===== config.mk =====
export PLATFORM = sky130hd
export DESIGN_NAME = store_buffer_unit
export DESIGN_NICKNAME = d
export VERILOG_FILES = /design/src/rtl/store_buffer_unit.sv
export SDC_FILE = /design/constraint.sdc
export NUM_CORES = 1
export LEC_CHECK = 0
export BUFFER_PORTS_ARGS = -buffer_cell sky130_fd_sc_hd__buf_4
export CORE_MARGIN = 3
export CORE_UTILIZATION = 58
export DETAILED_ROUTE_END_ITERATION = 8
export GPL_TIMING_DRIVEN = 0
export PLACE_DENSITY = 0.82
export SLEW_MARGIN = 20
export SYNTH_ARGS = -nofsm -noshare
export SYNTH_HDL_FRONTEND = slang
export SYNTH_SLANG_ARGS = --single-unit

===== constraint.sdc =====
create_clock -name clk -period 4.5 [get_ports clk]
set_input_delay 0.9 -clock clk [delete_from_list [all_inputs] [get_ports clk]]
set_output_delay 0.9 -clock clk [all_outputs]
set_load 0.05 [all_outputs]

===== src/rtl/store_buffer_unit.sv =====
`default_nettype none
// +----------------------------------------------------------------------------+
// | Module   : store_buffer_unit                                               |
// | Brief    : MEM-stage store queue. Aligns stores, drains them to data       |
// |            memory over req/ack and flags loads hitting pending stores.     |
// | Options  : `define MISALIGN_TRAP_EN to reject misaligned SH/SW stores.     |
// | Revision : 1.0  initial release                                            |
// +----------------------------------------------------------------------------+
module store_buffer_unit #(
  parameter int DEPTH  = 2,
  parameter int ADDR_W = 32,
  parameter int DATA_W = 32
) (
  input  logic              clk,
  input  logic              rst,
  input  logic              st_valid,
  input  logic [ADDR_W-1:0] st_addr,
  input  logic [DATA_W-1:0] Read_data_sw,
  input  logic [2:0]        st_funct3,
  output logic              st_stall,
  output logic              st_misalign,
  input  logic              ld_valid,
  input  logic [ADDR_W-1:0] ld_addr,
  output logic              ld_conflict,
  output logic              dm_req,
  output logic [ADDR_W-1:0] dm_addr,
  output logic [DATA_W-1:0] dm_wdata,
  output logic [3:0]        dm_be,
  input  logic              dm_ack,
  output logic              sb_empty
);

  localparam int PW = $clog2(DEPTH);
  localparam int CW = PW + 1;
  localparam logic [CW-1:0] C_FULL = CW'(DEPTH);
  localparam logic [2:0]    C_F3_SB = 3'b000;
  localparam logic [2:0]    C_F3_SH = 3'b001;
  localparam logic [2:0]    C_F3_SW = 3'b010;

  typedef enum logic [0:0] {
    S_IDLE = 1'b0,
    S_REQ  = 1'b1
  } state_t;

  state_t            state_q, state_d;
  logic [PW-1:0]     head_q, head_d;
  logic [PW-1:0]     tail_q, tail_d;
  logic [CW-1:0]     count_q, count_d;
  logic              sb_empty_q, sb_empty_d;
  logic [ADDR_W-1:0] addr_q [DEPTH];
  logic [ADDR_W-1:0] addr_d [DEPTH];
  logic [DATA_W-1:0] data_q [DEPTH];
  logic [DATA_W-1:0] data_d [DEPTH];
  logic [3:0]        be_q   [DEPTH];
  logic [3:0]        be_d   [DEPTH];

  logic              f3_legal;
  logic              misalign;
  logic              trap;
  logic [3:0]        al_be;
  logic [DATA_W-1:0] al_data;
  logic              full;
  logic              push;
  logic              pop;
  logic              addr_hit;
  logic              unused_ld_lo;

  // Lane replication assumes a 32-bit data path.
  always_comb begin
    f3_legal = 1'b0;
    misalign = 1'b0;
    al_be    = 4'b0000;
    al_data  = Read_data_sw;
    case (st_funct3)
      C_F3_SB: begin
        f3_legal = 1'b1;
        al_be    = 4'b0001 << st_addr[1:0];
        al_data  = {4{Read_data_sw[7:0]}};
      end
      C_F3_SH: begin
        f3_legal = 1'b1;
        misalign = st_addr[0];
        al_be    = st_addr[1] ? 4'b1100 : 4'b0011;
        al_data  = {2{Read_data_sw[15:0]}};
      end
      C_F3_SW: begin
        f3_legal = 1'b1;
        misalign = |st_addr[1:0];
        al_be    = 4'b1111;
      end
      default: begin
        f3_legal = 1'b0;
      end
    endcase
  end

`ifdef MISALIGN_TRAP_EN
  assign trap = st_valid && misalign;
`else
  logic unused_misalign;
  assign unused_misalign = misalign;
  assign trap            = 1'b0;
`endif

  assign st_misalign = trap;
  assign full        = (count_q == C_FULL);
  // A full queue never accepts, even when the head pops this cycle.
  assign push        = st_valid && f3_legal && !trap && !full;
  assign st_stall    = st_valid && f3_legal && !trap && full;
  assign pop         = (state_q == S_REQ) && dm_ack;

  always_comb begin
    head_d  = head_q;
    tail_d  = tail_q;
    count_d = count_q;
    addr_d  = addr_q;
    data_d  = data_q;
    be_d    = be_q;
    if (pop) begin
      head_d = head_q + PW'(1);
    end
    if (push) begin
      addr_d[tail_q] = {st_addr[ADDR_W-1:2], 2'b00};
      data_d[tail_q] = al_data;
      be_d[tail_q]   = al_be;
      tail_d         = tail_q + PW'(1);
    end
    case ({push, pop})
      2'b10:   count_d = count_q + CW'(1);
      2'b01:   count_d = count_q - CW'(1);
      default: count_d = count_q;
    endcase
    sb_empty_d = (count_d == '0);
  end

  // Transition uses next count so the request follows the push edge directly.
  always_comb begin
    state_d = state_q;
    case (state_q)
      S_IDLE: if (push) state_d = S_REQ;
      S_REQ:  if (pop && (count_d == '0)) state_d = S_IDLE;
      default: state_d = S_IDLE;
    endcase
  end

  always_ff @(posedge clk) begin
    if (rst) begin
      state_q    <= S_IDLE;
      head_q     <= '0;
      tail_q     <= '0;
      count_q    <= '0;
      sb_empty_q <= 1'b1;
      for (int i = 0; i < DEPTH; i++) begin
        addr_q[i] <= '0;
        data_q[i] <= '0;
        be_q[i]   <= '0;
      end
    end else begin
      state_q    <= state_d;
      head_q     <= head_d;
      tail_q     <= tail_d;
      count_q    <= count_d;
      sb_empty_q <= sb_empty_d;
      for (int i = 0; i < DEPTH; i++) begin
        addr_q[i] <= addr_d[i];
        data_q[i] <= data_d[i];
        be_q[i]   <= be_d[i];
      end
    end
  end

  always_comb begin
    addr_hit = 1'b0;
    for (int k = 0; k < DEPTH; k++) begin
      if ((CW'(k) < count_q) &&
          (addr_q[head_q + PW'(k)][ADDR_W-1:2] == ld_addr[ADDR_W-1:2])) begin
        addr_hit = 1'b1;
      end
    end
  end

  assign unused_ld_lo = ^ld_addr[1:0];
  assign ld_conflict  = ld_valid && addr_hit;

  assign dm_req   = (state_q == S_REQ);
  assign dm_addr  = dm_req ? addr_q[head_q] : '0;
  assign dm_wdata = dm_req ? data_q[head_q] : '0;
  assign dm_be    = dm_req ? be_q[head_q]   : 4'b0000;
  assign sb_empty = sb_empty_q;

endmodule
`default_nettype wire


==> results of run 1 <==
## state kept, by name, indices dropped and copies added, names as in the netlist
name and cells:
dm_req 1, sb_empty 1, head_q 1, data_q 64
count_q 2, addr_q 60, be_q 8, tail_q 1
## worst min path at each step
stage / endpoint / cells after the start / from
after global routing: data_q[4]$_SDFFE_PP0P_ / 2 / data_q[4]$_SDFFE_PP0P_
after floorplan: be_q[4]$_SDFFE_PP0P_ / 2 / be_q[4]$_SDFFE_PP0P_
final: be_q[0]$_SDFFE_PP0P_ / 2 / be_q[0]$_SDFFE_PP0P_
after detailed placement: be_q[0]$_SDFFE_PP0P_ / 2 / be_q[0]$_SDFFE_PP0P_
after CTS: be_q[0]$_SDFFE_PP0P_ / 2 / be_q[0]$_SDFFE_PP0P_
after global placement: data_q[38]$_SDFFE_PP0P_ / 2 / data_q[38]$_SDFFE_PP0P_
## layer usage
layer	vias up	GRT usage (%)	share of wire, %	wire [um]
met5	-	0	0	0
met4	0	12.09	2.7	638
met3	58	7.512	10	2402
met2	386	53.14	47	11330
met1	3421	44.22	40	9688
li1	3402	-	-	-
## power groups by stage
| stage | combinational (W) | sequential (W) | clock (W) |
|---|---|---|---|
| finish | 0.000485 | 0.00129 | 0.00157 |
| global route | 0.000515 | 0.00129 | 0.00162 |
| detailed placement | 0.000471 | 0.00132 | 0 |
| global placement | 0.000466 | 0.00131 | 0 |
| CTS | 0.000476 | 0.00129 | 0.00156 |
| floorplan | 0.000281 | 0.00131 | 0 |
## cells by family after synthesis
group,Yosys count
flip-flops,138
buffers and inverters,73
adder cells (fa/ha/maj),5
AO/OA/AOI/OAI,151
multiplexers,121
AND/OR/NAND/NOR,351
XOR/XNOR,61
other,1
## synthesized netlist by cell type (2+ instances only)
library cell  number
o21ai_0           10
and2b_1            4
nand2_1          171
buf_6              4
dfxtp_1          138
nand4_1            8
buf_2             18
a211oi_1          32
mux2i_2            2
nand2b_1           3
nor2b_1           62
ha_1               5
clkbuf_1          37
inv_1              4
xnor2_1           38
mux2i_1          119
nor4_1            11
a21oi_1          106
xor2_1            23
nor2_1            85
buf_4              8
## cell type report
type / instances / share of cell area (%)
Inverter: 5 / 0.1973
Sequential cell: 138 / 29.05
Clock inverter: 15 / 2.473
Buffer: 68 / 3.552
Tap cell: 168 / 2.210
Multi-Input combinational cell: 692 / 44.70
Timing Repair Buffer: 169 / 13.34
Clock buffer: 17 / 4.473
## through the flow
| step | total power (W) | util (%) | area [um2] |
|---|---|---|---|
| 4_1_cts | 0.003329 | 77.88 | 9510 |
| 6_report | 0.003348 | 77.88 | 9510 |
| 3_3_place_gp | 0.001779 | 72.47 | 8850 |
| 2_1_floorplan | 0.001593 | - | 7371 |
| 3_5_place_dp | 0.001787 | 72.47 | 8850 |
| 5_1_grt | 0.003431 | 77.88 | 9510 |
## worst min-delay path, delay by kind of cell, from the launching register on
family | cells | cell delay, ns
AO/OA/AOI/OAI | 1 | 0.05
flip-flops | 1 | 0.31
AND/OR/NAND/NOR | 1 | 0.05
## placed cells by master (no fill, tap or decap), types with 2 or more instances in the layout
cell type,netlist,final
a211oi_1,32,32
a21oi_1,106,106
and2b_1,4,4
buf_2,18,18
buf_4,8,177
buf_6,4,4
bufinv_16,0,5
clkbuf_1,37,37
clkbuf_16,0,17
clkinv_4,0,2
clkinvlp_4,0,2
conb_1,1,3
dfxtp_1,138,138
ha_1,5,5
inv_1,4,4
inv_6,0,6
mux2i_1,119,119
mux2i_2,2,2
nand2_1,171,171
nand2b_1,3,3
nand4_1,8,8
nor2_1,85,85
nor2b_1,62,62
nor4_1,11,11
o21ai_0,10,10
xnor2_1,38,38
xor2_1,23,23
==> out/qor.yml, run 1 <==
outcome: "finished, final reports clean"
pwr-share-clk_pct: 47.0
fmax_mhz: 260.1
critical_path_class: "register to primary output"
io_buffers: 169
yosys_warnings: 0
rows: 40
min_period_ns: 3.844
drtPass1Iterations: 6
synth-seq-cells: 138
grt_pass1_vias: 7031
regArea_um2: 2763
die_area_um2: 14080
nets: 1200
final_cell_count_no_fill: 1272
whs_ns: 0.4564
ctsHoldBuffers: 0
synth_cells: 901
start_util_pct: 60.30
synthMuxAreaShare_pct: 16.55
p_switching_w: 0.0008934
crit_cells: 9
io_pins: 177
path_buf_inv: 4
multi_input_area_um2: 4252
pwr-share-seq_pct: 38.6
grt_usage_pct: 33.30
grt_pass1_wl_mm: 36.78
hold_violations: 0
critPathRequiredTime_ns: 3.60
die_x_um: 118.7
synth.avg_cell_area_um2: 8.172
fin_setup_tns_ns: 0
p_leak_nw: 3.482
synth-main-ff-cell: "dfxtp_1"
synth_top_area_share_pct: 37.52
synth.distinct_cells: 34
postSynth.asyncResetShare_pct: 0
core_um2: 12210
post-route-period-util_pct: 85.42
die_y_um: 118.7
drt_iter0_drc: 776
fin_skew_ns: 0.005570
grt_antenna_before_repair: 0
start_kind: "register"
arrival_ns: 2.94
gp_congestion: 1.009
hold_class: "register to register"
routedWlPerCell_um: 18.92
cts_inserted_buffers: 17
path_clk_slew_ns: 0.06
ff2ff_setup_slack_ns: 2.20
synth-compound-area-share_pct: 11.47
synth_fa_ha_area_share_pct: 0.8496
reg2reg_depth: 9
post-dp-hpwl_mm: 17.50
via_per_inst: 5.713
yosys.area.top_type: "dfxtp_1"
synth_edf_count: 0
htree_levels: 4
tightest_slew_ns: 0.8458
dp_cells: 1240
yosysSeqAreaShare_pct: 37.52
synthSimpleGateAreaFrac_pct: 21.46
route.detailed.drc: 0
worst_path_max_delay_cell: "buf_2"
max-slew-margin-rel_pct: 43.31
syn-cell-area_um2: 7363
area_delta_synth_final_pct: 29.16
vdd_ir_drop_max_mv: 0.3082
layout.filler_cells: 923
synth_top_family_by_area: "simple AND/OR/NAND/NOR gates"
ant_nets: 0
end_kind: "primary output"
crit_start: "head_q$_SDFFE_PP0P_"
antenna_cells: 0
cts_root_buf: "clkbuf_16"
crit_path_end: "ld_conflict"
rsz0062_at_grt: "false"
slew_viol_final: 0
critPathMaxStageDelay_ns: 0.39
grt-ovfl-total: 0
path_delay_family: "buffers and inverters"
p_comb_share_pct: 14.5
insertion_delay_ns: 0.42
setup_ws_ns: 0.6559
reg2reg_from: "count_q[0]$_SDFF_PP0_"
cts_resized: 0
drive_gt1_share_pct: 21.56
drv_cap: 0
crit_path_max_fanout: 10
cts_tree: "yes"
synthXorXnorAreaFrac_pct: 7.256
regToRegEndpoint: "data_q[60]$_SDFFE_PP0P_"
synthTopCellsByArea: "dfxtp_1 38%, mux2i_1 16%, nand2_1 8.7%, a21oi_1 7.2%, nor2b_1 5.3%"
clockBufferDepth: 2
finalSetupViolations: 0
p_per_area_nw_per_um2: 352.0
vias: 7267
swShare_pct: 26.69
cts_setup_buffers: 0
post-place-ws_ns: 1.169
intPower_w: 0.002454
grt_max_degree: 17
crit_top_cell: "buf_6"
crit_chain: "buf_6 > buf_6 > buf_2 > mux2i_1 > xor2_1 > nand4_1 > nor4_1 > o21a_1 > buf_4"
clock-sinks: 138
routed_wl_mm: 24.06
Power figures use the tool's default switching activity.
==> inputs of run 2 (changes only) <==
- CORE_UTILIZATION: 58 -> 57
- PLACE_DENSITY: 0.82 -> 0.81
- REMOVE_ABC_BUFFERS: unset -> 1
- clock period: 4.5 -> 4.93 ns (I/O delays scaled with it)
==> out/qor.yml, run 2 (synthesis gave the netlist of run 1 again) <==
critical_path_class: "register to primary output"
post-route-period-util_pct: 86.98
reg2reg_depth: 8
clockBufferDepth: 2
post-dp-hpwl_mm: 12.37
start_kind: "register"
die_x_um: 119.7
drtPass1Iterations: 5
critPathMaxStageDelay_ns: 0.72
start_util_pct: 59.81
arrival_ns: 3.30
via_per_inst: 5.493
die_area_um2: 14320
antenna_cells: 0
cts_resized: 0
rsz0062_at_grt: "false"
utilization_pct: 76.17
p_switching_w: 0.0007254
path_clk_slew_ns: 0.06
whs_endpoint: "be_q[4]$_SDFFE_PP0P_"
htree_levels: 4
nets: 1139
drv_cap: 0
worst_path_max_delay_cell: "dfxtp_4"
layout_common_cells: "170 x nand2_1, 170 x buf_4, 136 x dfxtp_1, 119 x mux2i_1, 106 x a21oi_1"
crit_top_cell: "nor4_1"
cts_root_buf: "clkbuf_16"
routedWlPerCell_um: 15.87
core_um2: 12310
min_period_ns: 4.288
ctsHoldBuffers: 0
pwr-share-clk_pct: 48.7
insertion_delay_ns: 0.42
ant_nets: 0
layout.filler_cells: 952
die_y_um: 119.7
critPathRequiredTime_ns: 3.94
hold_class: "register to register"
io_pins: 177
p_leak_nw: 3.368
drt_iter0_drc: 515
hold_violations: 0
cts_tree: "yes"
grt_pass1_wl_mm: 30.68
slew_viol_final: 0
finalSetupViolations: 0
p_per_area_nw_per_um2: 328.0
max-slew-margin-rel_pct: 31.40
post_dp_cell_area_um2: 8678
ff2ff_setup_slack_ns: 2.48
top_register: "data_q"
fmax_mhz: 233.2
end_kind: "primary output"
outcome: "finished, final reports clean"
grt_pass1_vias: 6347
drive_gt1_share_pct: 21.09
route.detailed.drc: 0
swShare_pct: 23.58
gp_congestion: 0.8065
vias: 6652
clock-sinks: 138
io_buffers: 171
tightest_slew_ns: 1.029
whs_ns: 0.4548
routed_wl_mm: 19.22
crit_path_max_fanout: 32
grt_max_degree: 138
area_delta_synth_final_pct: 27.36
hp-start: "be_q[4]$_SDFFE_PP0P_"
regToRegEndpoint: "data_q[54]$_SDFFE_PP0P_"
holdPathStages: 2
grt-ovfl-total: 0
fin_setup_tns_ns: 0
vdd_ir_drop_max_mv: 0.2607
grt_antenna_before_repair: 0
largestRegisters: "data_q x64, addr_q x60, be_q x8"
crit_chain: "buf_12 > mux2i_1 > xnor2_1 > nor4_1 > nand4_1 > nor4_1 > o21a_1 > buf_4"
reg2reg_from: "count_q[0]$_SDFF_PP0_"
pwr-share-seq_pct: 38.8
largest_register_ff_count: 64
grt_usage_pct: 26.50
intPower_w: 0.002350
stdcell_area_um2: 9378
cts_inserted_buffers: 17
cts_setup_buffers: 0
fin_skew_ns: 0.005589
rows: 40
p_comb_share_pct: 12.6
==> run 2: changes by cell type in the layout (fill, tap and decap cells not counted), sizes merged <==
cell      before  now
clkinvlp       2    3
bufinv         5    7
buf          200  176
inv           11    5
clkbuf        54   20
==> run 2: final cells by class <==
type                       instances  area (um2)  area share (%)
sequential                       138        2770           29.54
multi-input combinational        692        4277           45.60
timing repair buffer             176        1403           14.96
inverter                           5       18.77          0.2001
clock buffer                      20       456.7           4.870
tap                              168       210.2           2.241
clock inverter                    12       242.7           2.588
==> run 2: power by group through the flow <==
stage	clock network, W	registers [W]	logic (W)
after CTS	0.00151	0.00119	0.000386
after floorplan	0	0.00122	0.000217
final	0.00150	0.00119	0.000386
after global routing	0.00155	0.00120	0.000418
after detailed placement	0	0.00122	0.000382
after global placement	0	0.00123	0.000373
==> run 2: worst max path at each step <==
| stage | startpoint | endpoint | slack (ns) | cells past startpoint |
|---|---|---|---|---|
| 6_report | head_q$_SDFFE_PP0P_ | ld_conflict | 0.64 | 8 |
| 3_3_place_gp | head_q$_SDFFE_PP0P_ | ld_conflict | -2.52 | 7 |
| 2_1_floorplan | head_q$_SDFFE_PP0P_ | ld_conflict | -1.18 | 6 |
| 5_1_grt | head_q$_SDFFE_PP0P_ | ld_conflict | 0.40 | 8 |
| 4_1_cts | head_q$_SDFFE_PP0P_ | ld_conflict | 0.66 | 8 |
| 3_5_place_dp | head_q$_SDFFE_PP0P_ | ld_conflict | 1.13 | 8 |
==> run 2: through the flow <==
| stage | worst slack (ns) | std cells | total power, W |
|---|---|---|---|
| floorplan | -1.176 | 835 | 0.001435 |
| global placement | -2.523 | 1174 | 0.001600 |
| detailed placement | 1.132 | 1179 | 0.001599 |
| CTS | 0.6556 | 1211 | 0.003084 |
| global route | 0.3991 | 1211 | 0.003171 |
| finish | 0.6421 | 1211 | 0.003076 |
==> run 2: layer usage <==
metal	track usage (%)	part of all wire [%]
met1	32.11	42
met5	0	0
met2	45.69	49
met4	10.31	2.0
met3	6.032	7.6
==> run 2: critical path: cells and delay by family (launching register included) <==
kind / cells / cell delay (ns)
buffers and inverters: 2 / 0.51
multiplexers: 1 / 0.30
AND/OR/NAND/NOR: 3 / 1.02
flip-flops: 1 / 0.72
AO/OA/AOI/OAI: 1 / 0.18
XOR/XNOR: 1 / 0.12
